`src/rtl/rr_enc_arbiter.sv`:
```
// Round-robin arbiter with a registered one-hot grant, an encoded index and a hold-time limit.
// The grant is held until the owner signals done or drops its request, or until the limit forces a release.
module rr_enc_arbiter #(
  parameter int N        = 4,
  parameter int IDW      = $clog2(N),
  parameter int MAX_HOLD = 8
) (
  input  logic           clk,
  input  logic           rst,
  input  logic [N-1:0]   req,
  input  logic           done,
  output logic [N-1:0]   gnt,
  output logic [IDW-1:0] gnt_id,
  output logic           gnt_valid,
  output logic           timeout
);

  localparam int HCW = (MAX_HOLD > 2) ? $clog2(MAX_HOLD) : 1;
  localparam logic [HCW-1:0] HOLD_LAST = (MAX_HOLD > 0) ? HCW'(MAX_HOLD - 1) : '0;
  localparam int SW = IDW + 1;

  localparam logic [0:0] IDLE  = 1'b0;
  localparam logic [0:0] GRANT = 1'b1;

  logic [0:0]     state;
  logic [IDW-1:0] ptr;
  logic [HCW-1:0] hold_cnt;

  logic [2*N-2:0] req_dbl;
  logic [N-1:0]   req_rot;
  logic [IDW-1:0] win_off;
  logic [SW-1:0]  win_sum;
  logic [IDW-1:0] win_id;
  logic [IDW-1:0] win_next_ptr;
  logic           win_found;
  logic           rel_drop;
  logic           rel_limit;
  logic           release_now;

  // Rotate the request vector so bit 0 is the requester at ptr; ptr is owner+1 while granted.
  assign req_dbl = {req[N-2:0], req};

  generate
    for (genvar gi = 0; gi < N; gi++) begin : g_rot
      assign req_rot[gi] = req_dbl[{1'b0, ptr} + SW'(gi)];
    end
  endgenerate

  always_comb begin
    win_found = |req;
    win_off   = '0;
    for (int k = N - 1; k >= 0; k--) begin
      if (req_rot[k]) win_off = IDW'(k);
    end
    win_sum = {1'b0, ptr} + {1'b0, win_off};
    if (win_sum >= SW'(N)) win_sum = win_sum - SW'(N);
    win_id       = win_sum[IDW-1:0];
    win_next_ptr = (win_id == IDW'(N - 1)) ? '0 : win_id + 1'b1;
  end

  assign rel_drop    = !req[gnt_id];
  assign rel_limit   = (MAX_HOLD != 0) && (hold_cnt == HOLD_LAST);
  assign release_now = done || rel_drop || rel_limit;

  always_ff @(posedge clk) begin
    if (!rst) begin
      state     <= IDLE;
      ptr       <= '0;
      hold_cnt  <= '0;
      gnt       <= '0;
      gnt_id    <= '0;
      gnt_valid <= 1'b0;
      timeout   <= 1'b0;
    end else begin
      timeout <= 1'b0;
      if (state == IDLE || release_now) begin
        // timeout flags only a release the limit alone forced
        if (state == GRANT) timeout <= rel_limit && !done && !rel_drop;
        if (win_found) begin
          gnt       <= N'(1) << win_id;
          gnt_id    <= win_id;
          gnt_valid <= 1'b1;
          hold_cnt  <= '0;
          ptr       <= win_next_ptr;
          state     <= GRANT;
        end else begin
          gnt       <= '0;
          gnt_id    <= '0;
          gnt_valid <= 1'b0;
          hold_cnt  <= '0;
          state     <= IDLE;
        end
      end else begin
        hold_cnt <= hold_cnt + 1'b1;
      end
    end
  end

endmodule

```
`config.mk`:
```
export PLATFORM = sky130hd
export DESIGN_NAME = rr_enc_arbiter
export DESIGN_NICKNAME = d
export VERILOG_FILES = /design/src/rtl/rr_enc_arbiter.sv
export SDC_FILE = /design/constraint.sdc
export NUM_CORES = 1
export LEC_CHECK = 0
export CORE_ASPECT_RATIO = 1.25
export CORE_UTILIZATION = 50
export CTS_BUF_LIST = sky130_fd_sc_hd__clkbuf_8 sky130_fd_sc_hd__clkbuf_16
export CTS_CLUSTER_DIAMETER = 50
export DETAILED_ROUTE_END_ITERATION = 8
export GPL_TIMING_DRIVEN = 0
export MAX_ROUTING_LAYER = met4
export PLACE_DENSITY_LB_ADDON = 0.12
export SYNTH_ARGS = -nofsm -noshare
export SYNTH_HDL_FRONTEND = slang
export SYNTH_SLANG_ARGS = --single-unit
```
`constraint.sdc`:
```
create_clock -name clk -period 4.8 [get_ports clk]
set_clock_uncertainty 0.15 [all_clocks]
set_input_delay 0.96 -clock clk [delete_from_list [all_inputs] [get_ports clk]]
set_output_delay 0.96 -clock clk [all_outputs]
set_load 0.05 [all_outputs]
```
==> results of run 1 <==
## power by group
group | total [mW] | leakage [nW] | switching, mW | internal (mW)
registers | 0.159 | 0.107 | 0.0230 | 0.136
logic | 0.432 | 0.339 | 0.250 | 0.182
clock network | 0.0992 | 0.0255 | 0.0417 | 0.0575
total | 0.690 | 0.471 | 0.315 | 0.375
## flip-flops by register name (all words and copies together), names as in the netlist
register  flops
timeout       1
gnt_id        2
hold_cnt      3
state         1
ptr           2
gnt           4
## placed cells by master (no fill, tap or decap), types with 2 or more instances in the layout
master | Yosys | routed
a21o_1 | 2 | 2
and3_1 | 3 | 3
dfxtp_1 | 13 | 13
ha_1 | 7 | 7
mux2i_1 | 3 | 3
nor2b_1 | 3 | 3
nor2_1 | 6 | 6
mux2_2 | 2 | 2
nand3_1 | 2 | 2
clkbuf_8 | 0 | 3
and2_2 | 2 | 2
a211oi_1 | 4 | 4
mux4_2 | 2 | 2
clkdlybuf4s50_1 | 0 | 13
buf_6 | 2 | 2
inv_1 | 6 | 6
nand2_1 | 8 | 8
o21ai_0 | 2 | 2
a22oi_1 | 2 | 2
a21oi_1 | 6 | 6
## per-layer routing
metal	global-route usage	up-vias
met3	0.05479	5
met2	0.3683	18
li1	-	393
met1	0.2902	373
met5	-	-
met4	0.1034	0
## critical path: cells and delay by family
family                   cells  cell delay, ns
AND/OR/NAND/NOR              3            1.06
AO/OA/AOI/OAI                6            0.78
buffers and inverters        2            0.70
adder cells (fa/ha/maj)      1            0.20
## cells by family (layout without fill, tap and decap cells)
family	after synthesis	in the layout	synth area share
multiplexers	7	7	0.1085
AND/OR/NAND/NOR	33	33	0.2045
adder cells (fa/ha/maj)	7	7	0.09735
buffers and inverters	9	26	0.05423
AO/OA/AOI/OAI	26	26	0.2462
flip-flops	13	13	0.2893
## through the flow
step | power [mW] | instance area, um^2 | hold slack (ns)
floorplan | 0.4928 | 899.6 | 0.2484
global placement | 0.5826 | 1052 | 0.2673
detailed placement | 0.5892 | 1052 | 0.2922
CTS | 0.6911 | 1099 | 0.3011
global route | 0.7455 | 1099 | 0.3225
finish | 0.6901 | 1099 | 0.2873
## layout make-up
type	instances	area [um^2]
multi-input combinational	73	590.6
clock inverter	1	5.005
fill	141	523.0
sequential	13	260.3
clock buffer	3	41.29
buffer	3	26.28
tap	18	22.52
inverter	6	22.52
timing repair buffer	13	130.1
## worst max-delay path by stage
stage / slack [ns] / startpoint / cells past startpoint / to
global route: 0.84 / req[3] / 12 / gnt[0]$_SDFFE_PN0P_
floorplan: 1.65 / req[2] / 10 / ptr[1]$_SDFFE_PN0P_
detailed placement: 0.88 / req[3] / 12 / gnt[0]$_SDFFE_PN0P_
CTS: 1.13 / req[3] / 12 / gnt[0]$_SDFFE_PN0P_
global placement: 0.91 / req[3] / 13 / ptr[1]$_SDFFE_PN0P_
finish: 1.11 / req[3] / 12 / gnt[0]$_SDFFE_PN0P_
==> metrics.yaml, run 1 <==
fin_crit_sh: 0.7690
cp-end-kind: "register"
die_x_um: 39.94
min_from: "hold_cnt[0]$_SDFF_PP0_"
fin_nets: 127
seq_area_frac_synth: 0.2893
clockBufferDepth: 2
ys_types: 38
syn_area_per_cell_um2: 9.470
drive_above_1_share: 0.1696
wl_met2_um: 958
design.core.area_um2: 1622
yosys.area.top_type: "dfxtp_1"
cp.required_ns: 4.82
viasPerCell: 6.069
crit_fanout: 8
worstSetupPathType: "in -> reg"
power_density_nw_per_um2: 628.2
met3_length_um: 70
finalSetupViolCount: 0
grt_max_degree: 11
min_period_ns: 3.691
arrival_ns: 3.72
synthArstFlopShare: 0
cts-hold-fix-buffers: 0
yosys-top-cells-count: "13 x dfxtp_1, 8 x nand2_1, 7 x ha_1"
first_iter_violations: 16
status: "completed"
dpl.hpwl_um: 1388
ant_nets: 0
antenna_found_initial: 0
min_path_cells: 1
placed_cells: 126
cts_tree: "done"
vias: 789
crit_path_start_kind: "input pin"
grt_pass1_wl_um: 3180
netlist_instances: 95
first_pass_iters: 4
drv_slew: 0
synthesis.nets: 109
hold_end: "hold_cnt[0]$_SDFF_PP0_"
worstRegToRegCells: 11
postCtsSetupBuffers: 0
synth_edf_count: 0
ys_ff_latch: 13
rrSetupSlack_ns: 1.71
die_h_um: 49.43
num_io_pins: 15
diodes: 0
area_growth_pct: 22.11
cp_slowest_cell: "clkdlybuf4s50_1"
setup_ws_ns: 1.109
io_buffers: 13
synthTopCellsByArea: "dfxtp_1 29%, ha_1 9.7%, mux4_2 5.0%"
p_leak_nw: 0.4708
track_usage: 0.2408
yosys_warnings: 0
rsz0062_at_grt: "false"
finalSetupTns_ns: 0
wl_met1_um: 809
die_area_um2: 1974
hold_class: "reg -> reg"
synth_area_um2: 899.6
worstReg2RegEnd: "ptr[1]$_SDFFE_PN0P_"
relSlewSlack: 0.6059
htree_levels: 1
grt_pass1_vias: 730
routedWlPerCell_um: 14.44
cts_root_buf: "clkbuf_8"
synth_top_flop_cell: "dfxtp_1"
hold_violations: 0
drc_errors: 0
max_stage_delay_ns: 0.61
synth_top_area_frac: 0.2893
vdd_drop_max_mv: 0.3971
start_util: 0.5548
wl_um: 1877
clock_latency_ns: 0.25
r2r-start: "ptr[0]$_SDFFE_PN0P_"
cts_resized: 0
cts_buffers: 3
max-cap-violations: 0
gp_congestion: 0.8415
finish.utilization: 0.6775
path_cells: "clkdlybuf4s50_1, or3b_2, nand3_1, o21ai_0, o21ai_0, o311a_1, ha_1, inv_1, or3_1, a211oi_1, a31oi_1, o211ai_1"
dp_slack_ns: 0.8771
fp-row-count: 16
clkSinkCount: 13
final_cells: 130
crit_top_cell: "o21ai_0"
grt.overflow.total: 0
top_layer: "met4"
path_clk_slew_ns: 0.05
yosysMostFrequentCell: "dfxtp_1"
tightest_slew_ns: 0.5875
max_freq_ghz: 0.2709
No activity file was read; power rests on OpenSTA's default activity.
==> run 2: changes to the inputs <==
clock period = 3.52 ns   (was 4.8 ns; I/O delays follow)
==> metrics.yaml, run 2 (synthesized netlist as in run 1, its figures left out) <==
design_area_um2: 1106
drc_errors: 0
placed_cells: 126
final_cells: 130
track_usage: 0.2408
num_io_pins: 15
diodes: 0
gp_congestion: 0.8415
cts_tree: "done"
ant_nets: 0
clockBufferDepth: 2
relSlewSlack: 0.6623
vdd_drop_max_mv: 0.5415
path_clk_slew_ns: 0.05
drv_slew: 0
largest_reg_flops: 4
dpl.hpwl_um: 1388
area_growth_pct: 22.95
finalSetupViolCount: 0
crit_fanout: 6
io_buffers: 13
top_regs: "gnt: 4 flops, hold_cnt: 3 flops"
fp-row-count: 16
die_x_um: 39.94
start_util: 0.5548
hold_violations: 0
wl_um: 1893
fin_nets: 127
dp_slack_ns: -0.1469
tightest_slew_ns: 0.5049
die_area_um2: 1974
viasPerCell: 6.031
grt_pass1_wl_um: 3180
worstSetupPathType: "in -> reg"
drive_above_1_share: 0.1786
cts_root_buf: "clkbuf_8"
die_h_um: 49.43
grt_pass1_vias: 730
power_density_nw_per_um2: 856.1
crit_path_start_kind: "input pin"
grt.overflow.total: 0
finalSetupTns_ns: 0
first_pass_iters: 4
top_register: "gnt"
max-cap-violations: 0
htree_levels: 1
place_area_um2: 1052
cts_buffers: 3
p_leak_nw: 0.4812
status: "completed"
arrival_ns: 3.28
design.core.area_um2: 1622
max_freq_ghz: 0.3039
rrSetupSlack_ns: 0.43
vias: 784
fin_crit_sh: 0.9348
final_cell_mix: "13 x dfxtp_1, 12 x clkdlybuf4s50_1, 8 x nand2_1"
clock_latency_ns: 0.25
cp-end-kind: "register"
cp.required_ns: 3.51
routedWlPerCell_um: 14.56
setup_ws_ns: 0.2294
rsz0062_at_grt: "false"
grt_max_degree: 11
total_power_mw: 0.9469
clkSinkCount: 13
first_iter_violations: 17
min_period_ns: 3.291
hold_class: "reg -> reg"
antenna_found_initial: 0
final_common_cell: "dfxtp_1"
-- run 2: changes by cell type in the layout (fill, tap and decap cells not counted), sizes merged --
cell,before,now
dlymetal6s2s,0,1
clkdlybuf4s50,13,12
-- run 2: cell type report --
cell class / instances / area, um^2
timing repair buffer: 13 / 132.6
fill: 139 / 515.5
inverter: 6 / 22.52
clock buffer: 3 / 41.29
clock inverter: 1 / 5.005
multi-input combinational: 73 / 595.6
tap: 18 / 22.52
sequential: 13 / 260.3
buffer: 3 / 26.28
-- run 2: final timing paths --
path	from	endpoint	depth (start not counted)
hold reg to reg	hold_cnt[0]$_SDFF_PP0_	hold_cnt[0]$_SDFF_PP0_	1
setup / recovery	req[0]	ptr[1]$_SDFFE_PN0P_	10
setup reg to reg	ptr[0]$_SDFFE_PN0P_	ptr[1]$_SDFFE_PN0P_	11
hold / removal	hold_cnt[0]$_SDFF_PP0_	hold_cnt[0]$_SDFF_PP0_	1
-- run 2: stage by stage --
stage / hold WS (ns) / util
after global routing: 0.3225 / 0.6821
after floorplan: 0.2484 / -
after global placement: 0.2673 / 0.6489
after CTS: 0.3011 / 0.6775
final: 0.2873 / 0.6821
after detailed placement: 0.2922 / 0.6489
-- run 2: critical path, stage by stage --
cell and delay, ns:
clkdlybuf4s50_1 0.52, mux4_2 0.57, a2111oi_4 0.32, a221oi_2 0.12, a21o_4 0.25, a21oi_1 0.23
nor2_1 0.08, ha_1 0.28, a21oi_1 0.14, nor2b_1 0.06
-- run 2: timing repair --
item	4_1_cts	5_1_grt
buffers inserted	0	0
setup endpoints to repair	0	5
hold buffers	0	0
resized for setup	0	2
-- run 2: report_power, final --
| part | switching, mW | internal [mW] |
|---|---|---|
| Combinational | 0.344 | 0.250 |
| Clock | 0.0572 | 0.0784 |
| Sequential | 0.0322 | 0.185 |
| Total | 0.433 | 0.514 |
-- run 2: layer usage --
layer,track usage,wire (um),part of all wire
met1,0.2902,814,0.43
met2,0.3683,965,0.51
met3,0.05479,72,0.038
met4,0.1034,41,0.022
met5,-,0,0
